==> src/rtl/regfile_sec_pkg.sv <==
// Shared types and default parameter values for the secured register file.
package regfile_sec_pkg;

    typedef enum logic [0:0] {
        SCRUB,
        RUN
    } rf_state_e;

    localparam int unsigned XLEN_D    = 32;
    localparam int unsigned NREGS_D   = 32;
    localparam logic [15:0] KEY_RST_D = 16'h0032;

endpackage

==> src/rtl/regfile_sec_if.sv <==
// Request/response bundle of the register file: read, write, store-data and key signals.
interface regfile_sec_if #(
    parameter int unsigned XLEN  = 32,
    parameter int unsigned AW    = 5,
    parameter int unsigned KEY_W = 16
);
    logic             ready;
    logic             rd_en;
    logic [AW-1:0]    rs1_addr;
    logic [AW-1:0]    rs2_addr;
    logic [XLEN-1:0]  rs1_data;
    logic [XLEN-1:0]  rs2_data;
    logic             rd_valid;
    logic             alu_we;
    logic [AW-1:0]    alu_waddr;
    logic [XLEN-1:0]  alu_wdata;
    logic             ld_we;
    logic [AW-1:0]    ld_waddr;
    logic [XLEN-1:0]  ld_wdata;
    logic             st_en;
    logic [AW-1:0]    st_addr;
    logic [XLEN-1:0]  st_data;
    logic             st_valid;
    logic             key_lock;
    logic [KEY_W-1:0] key_access;
    logic             key_locked;
    logic             key_viol;

    modport master (
        output rd_en, rs1_addr, rs2_addr, alu_we, alu_waddr, alu_wdata,
               ld_we, ld_waddr, ld_wdata, st_en, st_addr, key_lock,
        input  ready, rs1_data, rs2_data, rd_valid, st_data, st_valid,
               key_access, key_locked, key_viol
    );

    modport slave (
        input  rd_en, rs1_addr, rs2_addr, alu_we, alu_waddr, alu_wdata,
               ld_we, ld_waddr, ld_wdata, st_en, st_addr, key_lock,
        output ready, rs1_data, rs2_data, rd_valid, st_data, st_valid,
               key_access, key_locked, key_viol
    );

endinterface

==> src/rtl/regfile_sec_rdport.sv <==
// One registered read port with x0 / locked-key masking.
// Same-cycle write forwarding is compiled in when RF_BYPASS_EN is defined.
module regfile_sec_rdport #(
    parameter int unsigned XLEN    = 32,
    parameter int unsigned AW      = 5,
    parameter int unsigned KEY_IDX = 31
) (
    input  logic            clk_i,
    input  logic            rst_ni,
    input  logic            en_i,
    input  logic [AW-1:0]   addr_i,
    input  logic [XLEN-1:0] mem_rdata_i,
    input  logic            locked_i,
    input  logic            alu_wr_i,
    input  logic [AW-1:0]   alu_waddr_i,
    input  logic [XLEN-1:0] alu_wdata_i,
    input  logic            ld_wr_i,
    input  logic [AW-1:0]   ld_waddr_i,
    input  logic [XLEN-1:0] ld_wdata_i,
    output logic [XLEN-1:0] data_o
);

    localparam logic [AW-1:0] KeyAddr = AW'(KEY_IDX);

    logic [XLEN-1:0] data_q, data_d, fwd;

`ifdef RF_BYPASS_EN
    // Write strobes are already qualified, so load-before-ALU gives load-wins priority.
    always_comb begin
        fwd = mem_rdata_i;
        if (ld_wr_i && ld_waddr_i == addr_i) begin
            fwd = ld_wdata_i;
        end else if (alu_wr_i && alu_waddr_i == addr_i) begin
            fwd = alu_wdata_i;
        end
    end
`else
    logic unused_bypass;
    assign fwd = mem_rdata_i;
    assign unused_bypass = ^{alu_wr_i, alu_waddr_i, alu_wdata_i, ld_wr_i, ld_waddr_i, ld_wdata_i};
`endif

    always_comb begin
        data_d = data_q;
        if (en_i) begin
            if (addr_i == '0 || (locked_i && addr_i == KeyAddr)) begin
                data_d = '0;
            end else begin
                data_d = fwd;
            end
        end
    end

    always_ff @(posedge clk_i) begin
        if (!rst_ni) begin
            data_q <= '0;
        end else begin
            data_q <= data_d;
        end
    end

    assign data_o = data_q;

endmodule

==> src/rtl/regfile_sec.sv <==
// Secured XLEN x NREGS register file: post-reset scrub, dual write ports, lockable key shadow.
// Optional same-cycle write-to-read forwarding via RF_BYPASS_EN.
module regfile_sec
    import regfile_sec_pkg::*;
#(
    parameter int unsigned      XLEN    = XLEN_D,
    parameter int unsigned      NREGS   = NREGS_D,
    parameter int unsigned      KEY_W   = 16,
    parameter int unsigned      KEY_IDX = 31,
    parameter logic [KEY_W-1:0] KEY_RST = KEY_W'(KEY_RST_D)
) (
    input logic          clk,
    input logic          rst_n,
    regfile_sec_if.slave bus
);

    localparam int unsigned   AW      = $clog2(NREGS);
    localparam logic [AW-1:0] KeyAddr = AW'(KEY_IDX);
    localparam logic [AW-1:0] LastIdx = AW'(NREGS - 1);

    rf_state_e        state_q, state_d;
    logic [AW-1:0]    scrub_cnt_q, scrub_cnt_d;
    logic [XLEN-1:0]  regs_q [NREGS];
    logic [KEY_W-1:0] key_q, key_d;
    logic             locked_q, locked_d;
    logic             viol_q, viol_d;
    logic             rd_valid_q, rd_valid_d;
    logic             st_valid_q, st_valid_d;

    logic run, alu_hit_key, ld_hit_key, alu_ok, ld_ok;
    logic [XLEN-1:0] rs1_data, rs2_data, st_data;

    assign run         = (state_q == RUN);
    assign alu_hit_key = bus.alu_we && bus.alu_waddr == KeyAddr;
    assign ld_hit_key  = bus.ld_we && bus.ld_waddr == KeyAddr;

    // Accepted writes: RUN only, never x0, never the key slot once locked; load wins collisions.
    assign ld_ok  = run && bus.ld_we && bus.ld_waddr != '0 && !(locked_q && ld_hit_key);
    assign alu_ok = run && bus.alu_we && bus.alu_waddr != '0 && !(locked_q && alu_hit_key) &&
                    !(bus.ld_we && bus.ld_waddr == bus.alu_waddr);

    always_comb begin
        state_d     = state_q;
        scrub_cnt_d = scrub_cnt_q;
        if (state_q == SCRUB) begin
            scrub_cnt_d = scrub_cnt_q + 1'b1;
            if (scrub_cnt_q == LastIdx) begin
                state_d = RUN;
            end
        end
    end

    always_comb begin
        key_d = key_q;
        if (ld_ok && bus.ld_waddr == KeyAddr) begin
            key_d = bus.ld_wdata[KEY_W-1:0];
        end else if (alu_ok && bus.alu_waddr == KeyAddr) begin
            key_d = bus.alu_wdata[KEY_W-1:0];
        end
        locked_d   = locked_q | (run & bus.key_lock);
        viol_d     = run && locked_q && (alu_hit_key || ld_hit_key);
        rd_valid_d = run && bus.rd_en;
        st_valid_d = run && bus.st_en;
    end

    always_ff @(posedge clk) begin
        if (!rst_n) begin
            state_q     <= SCRUB;
            scrub_cnt_q <= '0;
            key_q       <= KEY_RST;
            locked_q    <= 1'b0;
            viol_q      <= 1'b0;
            rd_valid_q  <= 1'b0;
            st_valid_q  <= 1'b0;
        end else begin
            state_q     <= state_d;
            scrub_cnt_q <= scrub_cnt_d;
            key_q       <= key_d;
            locked_q    <= locked_d;
            viol_q      <= viol_d;
            rd_valid_q  <= rd_valid_d;
            st_valid_q  <= st_valid_d;
        end
    end

    // Storage is not reset; the scrub pass clears it one entry per cycle.
    always_ff @(posedge clk) begin
        if (rst_n) begin
            if (!run) begin
                regs_q[scrub_cnt_q] <= '0;
            end else begin
                if (alu_ok) begin
                    regs_q[bus.alu_waddr] <= bus.alu_wdata;
                end
                if (ld_ok) begin
                    regs_q[bus.ld_waddr] <= bus.ld_wdata;
                end
            end
        end
    end

    regfile_sec_rdport #(
        .XLEN    (XLEN),
        .AW      (AW),
        .KEY_IDX (KEY_IDX)
    ) u_rd_rs1 (
        .clk_i       (clk),
        .rst_ni      (rst_n),
        .en_i        (run && bus.rd_en),
        .addr_i      (bus.rs1_addr),
        .mem_rdata_i (regs_q[bus.rs1_addr]),
        .locked_i    (locked_q),
        .alu_wr_i    (alu_ok),
        .alu_waddr_i (bus.alu_waddr),
        .alu_wdata_i (bus.alu_wdata),
        .ld_wr_i     (ld_ok),
        .ld_waddr_i  (bus.ld_waddr),
        .ld_wdata_i  (bus.ld_wdata),
        .data_o      (rs1_data)
    );

    regfile_sec_rdport #(
        .XLEN    (XLEN),
        .AW      (AW),
        .KEY_IDX (KEY_IDX)
    ) u_rd_rs2 (
        .clk_i       (clk),
        .rst_ni      (rst_n),
        .en_i        (run && bus.rd_en),
        .addr_i      (bus.rs2_addr),
        .mem_rdata_i (regs_q[bus.rs2_addr]),
        .locked_i    (locked_q),
        .alu_wr_i    (alu_ok),
        .alu_waddr_i (bus.alu_waddr),
        .alu_wdata_i (bus.alu_wdata),
        .ld_wr_i     (ld_ok),
        .ld_waddr_i  (bus.ld_waddr),
        .ld_wdata_i  (bus.ld_wdata),
        .data_o      (rs2_data)
    );

    regfile_sec_rdport #(
        .XLEN    (XLEN),
        .AW      (AW),
        .KEY_IDX (KEY_IDX)
    ) u_rd_st (
        .clk_i       (clk),
        .rst_ni      (rst_n),
        .en_i        (run && bus.st_en),
        .addr_i      (bus.st_addr),
        .mem_rdata_i (regs_q[bus.st_addr]),
        .locked_i    (locked_q),
        .alu_wr_i    (alu_ok),
        .alu_waddr_i (bus.alu_waddr),
        .alu_wdata_i (bus.alu_wdata),
        .ld_wr_i     (ld_ok),
        .ld_waddr_i  (bus.ld_waddr),
        .ld_wdata_i  (bus.ld_wdata),
        .data_o      (st_data)
    );

    assign bus.ready      = run;
    assign bus.rs1_data   = rs1_data;
    assign bus.rs2_data   = rs2_data;
    assign bus.rd_valid   = rd_valid_q;
    assign bus.st_data    = st_data;
    assign bus.st_valid   = st_valid_q;
    assign bus.key_access = key_q;
    assign bus.key_locked = locked_q;
    assign bus.key_viol   = viol_q;

endmodule
==> src/flat_wrapper.sv <==
// flat-port wrapper written by rule: the top's interface ports become plain ports
module regfile_sec_flat import regfile_sec_pkg::*;
#(
    parameter int unsigned      XLEN    = XLEN_D,
    parameter int unsigned      NREGS   = NREGS_D,
    parameter int unsigned      KEY_W   = 16,
    parameter int unsigned      KEY_IDX = 31,
    parameter logic [KEY_W-1:0] KEY_RST = KEY_W'(KEY_RST_D)
)
  (clk, rst_n, bus_rd_en, bus_rs1_addr, bus_rs2_addr, bus_alu_we, bus_alu_waddr, bus_alu_wdata, bus_ld_we, bus_ld_waddr, bus_ld_wdata, bus_st_en, bus_st_addr, bus_key_lock, bus_ready, bus_rs1_data, bus_rs2_data, bus_rd_valid, bus_st_data, bus_st_valid, bus_key_access, bus_key_locked, bus_key_viol);
  regfile_sec_if #(.XLEN(XLEN), .KEY_W(KEY_W)) bus_i ();
  input logic clk;
  input logic rst_n;
  input wire logic [$bits(bus_i.rd_en)-1:0] bus_rd_en;
  input wire logic [$bits(bus_i.rs1_addr)-1:0] bus_rs1_addr;
  input wire logic [$bits(bus_i.rs2_addr)-1:0] bus_rs2_addr;
  input wire logic [$bits(bus_i.alu_we)-1:0] bus_alu_we;
  input wire logic [$bits(bus_i.alu_waddr)-1:0] bus_alu_waddr;
  input wire logic [$bits(bus_i.alu_wdata)-1:0] bus_alu_wdata;
  input wire logic [$bits(bus_i.ld_we)-1:0] bus_ld_we;
  input wire logic [$bits(bus_i.ld_waddr)-1:0] bus_ld_waddr;
  input wire logic [$bits(bus_i.ld_wdata)-1:0] bus_ld_wdata;
  input wire logic [$bits(bus_i.st_en)-1:0] bus_st_en;
  input wire logic [$bits(bus_i.st_addr)-1:0] bus_st_addr;
  input wire logic [$bits(bus_i.key_lock)-1:0] bus_key_lock;
  output wire logic [$bits(bus_i.ready)-1:0] bus_ready;
  output wire logic [$bits(bus_i.rs1_data)-1:0] bus_rs1_data;
  output wire logic [$bits(bus_i.rs2_data)-1:0] bus_rs2_data;
  output wire logic [$bits(bus_i.rd_valid)-1:0] bus_rd_valid;
  output wire logic [$bits(bus_i.st_data)-1:0] bus_st_data;
  output wire logic [$bits(bus_i.st_valid)-1:0] bus_st_valid;
  output wire logic [$bits(bus_i.key_access)-1:0] bus_key_access;
  output wire logic [$bits(bus_i.key_locked)-1:0] bus_key_locked;
  output wire logic [$bits(bus_i.key_viol)-1:0] bus_key_viol;
  assign bus_i.rd_en = bus_rd_en;
  assign bus_i.rs1_addr = bus_rs1_addr;
  assign bus_i.rs2_addr = bus_rs2_addr;
  assign bus_i.alu_we = bus_alu_we;
  assign bus_i.alu_waddr = bus_alu_waddr;
  assign bus_i.alu_wdata = bus_alu_wdata;
  assign bus_i.ld_we = bus_ld_we;
  assign bus_i.ld_waddr = bus_ld_waddr;
  assign bus_i.ld_wdata = bus_ld_wdata;
  assign bus_i.st_en = bus_st_en;
  assign bus_i.st_addr = bus_st_addr;
  assign bus_i.key_lock = bus_key_lock;
  assign bus_ready = bus_i.ready;
  assign bus_rs1_data = bus_i.rs1_data;
  assign bus_rs2_data = bus_i.rs2_data;
  assign bus_rd_valid = bus_i.rd_valid;
  assign bus_st_data = bus_i.st_data;
  assign bus_st_valid = bus_i.st_valid;
  assign bus_key_access = bus_i.key_access;
  assign bus_key_locked = bus_i.key_locked;
  assign bus_key_viol = bus_i.key_viol;
  regfile_sec #(.XLEN(XLEN), .NREGS(NREGS), .KEY_W(KEY_W), .KEY_IDX(KEY_IDX), .KEY_RST(KEY_RST)) u_core (.clk(clk), .rst_n(rst_n), .bus(bus_i));
endmodule
==> config.mk <==
export PLATFORM = sky130hd
export DESIGN_NAME = regfile_sec_flat
export DESIGN_NICKNAME = d
export VERILOG_FILES = /design/src/rtl/regfile_sec_pkg.sv /design/src/rtl/regfile_sec_if.sv /design/src/rtl/regfile_sec_rdport.sv /design/src/rtl/regfile_sec.sv /design/src/flat_wrapper.sv
export SDC_FILE = /design/constraint.sdc
export NUM_CORES = 2
export LEC_CHECK = 0
export CORE_MARGIN = 2
export CORE_UTILIZATION = 40
export DETAILED_ROUTE_END_ITERATION = 6
export SLEW_MARGIN = 10
export SYNTH_ARGS = -nofsm -noshare
export SYNTH_HDL_FRONTEND = slang
export SYNTH_SLANG_ARGS = --single-unit
==> constraint.sdc <==
create_clock -name clk -period 5.1 [get_ports clk]
set_clock_uncertainty 0.2 [all_clocks]
set_input_delay 0.51 -clock clk [delete_from_list [all_inputs] [get_ports clk]]
set_output_delay 0.51 -clock clk [all_outputs]
set_load 0.005 [all_outputs]
==> impl.org <==
** CTS
- In this run, post-CTS hold repair placed 0 buffers.
- Clk buf depth :: 3
- The number of setup buffers added after CTS is 0.
- Cell at the root of the clock tree :: clkbuf_16
- Clock tree from TritonCTS :: done
- Buffers inserted during clock tree synthesis total 134.
- CTS-repair resized insts :: 0
- Clock tree synthesis found a total of 1146 sinks.
- Count of H-tree levels built during CTS :: 4
- Reg clk slew, reported paths :: 0.07 ns
- Worst-Skew Late Latency :: 0.81 ns

** Drt
- Length of routed wiring on met1 :: 100000 um
- In the routed design, unresolved DRC markers number 5.
- Average wire per standard cell :: 34.2 um
- The first detailed-routing pass ran for 7 iterations.
- The routed design uses 37000 um of met3 wire.
- The detailed router finished its first iteration with 9098 violations.
- Via-per-instance ratio :: 6.70
- Total detailed-routing wirelength :: 287000 um
- The detailed router placed 56152 vias in this run.
- Routed Antenna Nets :: 0
- Wire segments on met2 add up to 129000 um in the final route.
- Max layer used :: met5

** Yosys
- Post-synth EDFFs :: 1024
- Count of distinct cell types in the synthesized netlist :: 62
- Netlist area before placement :: 70700 sq um
- Sorting the synthesized cells by area gives the leading types as edfxtp_1 43%, mux4_2 23%, nand2_1 7.1%, o21ai_0 7.0%, dfxtp_1 3.5%.
- Among all cell types in the netlist, the one instantiated most often is nand2_1.
- Cells after synthesis :: 6042
- Syn Nets :: 6140
- Synthesis inferred 1146 register bits.
- The share of the Yosys chip area taken by registers is 0.469.
- Top cells by count, synth :: 1337 x nand2_1, 1024 x edfxtp_1, 996 x o21ai_0
- Area leader, netlist :: edfxtp_1
- Averaged over all synthesized cells, the footprint is 11.7 sq um.
- Count of synthesis-stage warnings from yosys :: 0
- Of the post-synthesis cell area, the dominant cell type holds 0.435.
- Post-synth ARST share :: 0
- Dominant register cell in the synthesized netlist :: edfxtp_1

** Critical path
- STA classifies the critical path endpoint as a flip-flop.
- Along the worst path, the maximum fanout reaches 20.
- Data on the critical path is required at its endpoint by 5.32 ns.
- Worst setup path category :: flip-flop to flip-flop
- Critical path arrival :: 4.22 ns
- STA classifies the critical path startpoint as a flip-flop.

** Placement
- Count of input and output buffers :: 212
- Pre-CTS setup slack :: 0.802 ns
- The wire-length estimate of the detail-placed layout is 179000 um.
- Final RePlAce weighted congestion :: 0.911

** Global route
- The number of antenna violations at the first check in global routing came to 17.
- Entering global routing, the biggest net connects 78 pins.
- The first global-routing pass estimated 400000 um of wire.
- Aggregate global-route resource usage :: 0.313
- Remaining global-route overflow :: 0
- The via count of the first global-routing pass is 53642.

** Hold path
- The worst hold path belongs to the class input pin to flip-flop.

** STA
- Based on the critical path, the design can be clocked at up to 0.250 GHz.
- In the finished design, the share of the clock period the worst path needs comes to 0.785.
- Worst-margin pin slew :: 1.40 ns
- Number of pins with negative max-slew slack in the final report :: 0
- Number of hold violations in the final report :: 0
- Final setup violation count :: 0
- Measured against its own limit, the worst slew margin works out to 0.0647.
- Fin Setup TNS :: 0 ns
- The worst path needs 4.01 ns of the cycle, external delays included.
- Setup repair after global routing missed its margin :: no
- Setup slack on the critical path of the routed design comes to 1.09 ns.

** Status
- Run status :: complete, but fails checks
- The final reports fail on DRC.

** Pwr
- Worst IR drop on VDD :: 362 uV
- The share of total power dissipated in sequential elements is 0.463.
- Share of total power in the clock network :: 0.455
- Summed over all nets, the switching power comes to 5.30 mW.
- Power density cells :: 274 nW/um^2
- Cell Int Power :: 16.7 mW
- Of the total power, the share spent switching nets is 0.241.
- Static leakage :: 23.4 nW
- Gate power share :: 0.082

** Floorplanning
- Initial core utilization :: 0.402
- Number of placed I/O pins :: 213
- Height of the chip :: 424 um
- The floorplan step defined a core boundary enclosing 176000 sq um.
- In this run the core area contains 154 standard-cell rows.
- The die is 424 um wide.
- The die covers 180000 sq um.

** Layout
- For this run, the post-layout net count is 6020.
- In the final layout, the multi-input gates occupy 34900 sq um.
- Fill cells in the final layout number 15740.
- Sequential cell area :: 33200 sq um
- Area Overhead vs Synth :: 13.6%
- In the final layout, the share of cells above drive strength 1 is 0.229.

** Run
- The tool flagged a number of max-cap violations equal to 0.
[cells by family (layout without fill, tap and decap cells)]
logic type	after synthesis	in the layout	share of synthesized area
xor gates and xnor gates	8	8	0.000991
muxes	1031	1031	0.274
buffers and inverters	777	769	0.0445
adders and majority gates	2	2	0.000354
AOI/OAI and AO/OA	1529	1529	0.124
DFF	1146	1146	0.469
other	0	13	0
and+or+nand+nor	1549	1549	0.0867
[power groups by stage]
stage | Clock (mW) | Combinational [mW] | Sequential (mW)
global placement | 0 | 1.77 | 10.4
CTS | 10.0 | 1.78 | 10.2
detailed placement | 0 | 1.78 | 10.4
finish | 10.0 | 1.81 | 10.2
global route | 10.4 | 1.86 | 10.2
floorplan | 0 | 1.10 | 10.4
[registers in the layout (all words and copies together) (netlist names), 5 cells and up]
signal,count
u_core.u_rd_st.data_o,32
u_core.regs_q,1024
u_core.bus.key_access,16
u_core.scrub_cnt_q,5
u_core.u_rd_rs1.data_o,32
u_core.u_rd_rs2.data_o,32
[routing by layer]
metal | vias up | global-route usage
li1 | 22926 | -
met1 | 27910 | 0.400
met2 | 4432 | 0.478
met3 | 865 | 0.0767
met4 | 19 | 0.196
met5 | - | 0
[area by class of cell]
type	count	share of cell area
tap	2340	0.0364
sequential	1146	0.413
clock inverter	56	0.00780
antenna	13	0.000405
multi-input combinational	4119	0.435
timing repair buffer	478	0.0570
inverter	43	0.00204
clock buffer	192	0.0482
[worst paths after layout]
check                                 from                  endpoint  slack [ns]  cells after the start
setup reg to reg          u_core.bus.ready      u_core.regs_q[9][14]        1.09                      9
hold reg to reg   u_core.bus.key_access[5]  u_core.bus.key_access[5]        0.31                      1
hold / removal                bus_key_lock     u_core.bus.key_locked        0.15                      3
setup / recovery          u_core.bus.ready      u_core.regs_q[9][14]        1.09                      9
[placed cells by master (no fill, tap or decap), drive strengths merged, types with 20 or more instances in the layout]
cell type	n
nand2	1337
edfxtp	1024
o21ai	1010
mux4	716
buf	289
mux2i	236
clkbuf	193
clkdlybuf4s50	188
a22oi	142
a21oi	133
dfxtp	122
o211ai	102
nor2	87
mux2	79
inv	44
clkinv	41
nor3	40
a211oi	39
a32oi	21
o2111ai	21
o221ai	20
[worst max-delay path, cell delays in order, from the launching register on]
cell and delay [ns]:
dfxtp_1 0.47, buf_4 0.32, and2_0 0.58, buf_4 0.28
nand2_1 0.07, a2111oi_1 0.56, buf_4 0.25, a211oi_1 0.06
nor3_2 0.29, buf_4 0.48
[per-stage QoR]
step / util / power, mW / hold slack, ns / std cells / instance area, sq um
floorplan: - / 11.5 / 0.268 / 6042 / 70700
global placement: 0.431 / 12.1 / 0.270 / 8126 / 75800
detailed placement: 0.431 / 12.2 / 0.292 / 8126 / 75800
CTS: 0.457 / 22.0 / 0.109 / 8374 / 80300
global route: 0.457 / 22.4 / 0.149 / 8378 / 80300
finish: 0.457 / 22.0 / 0.146 / 8387 / 80300
(Power assumes the default switching activity.)
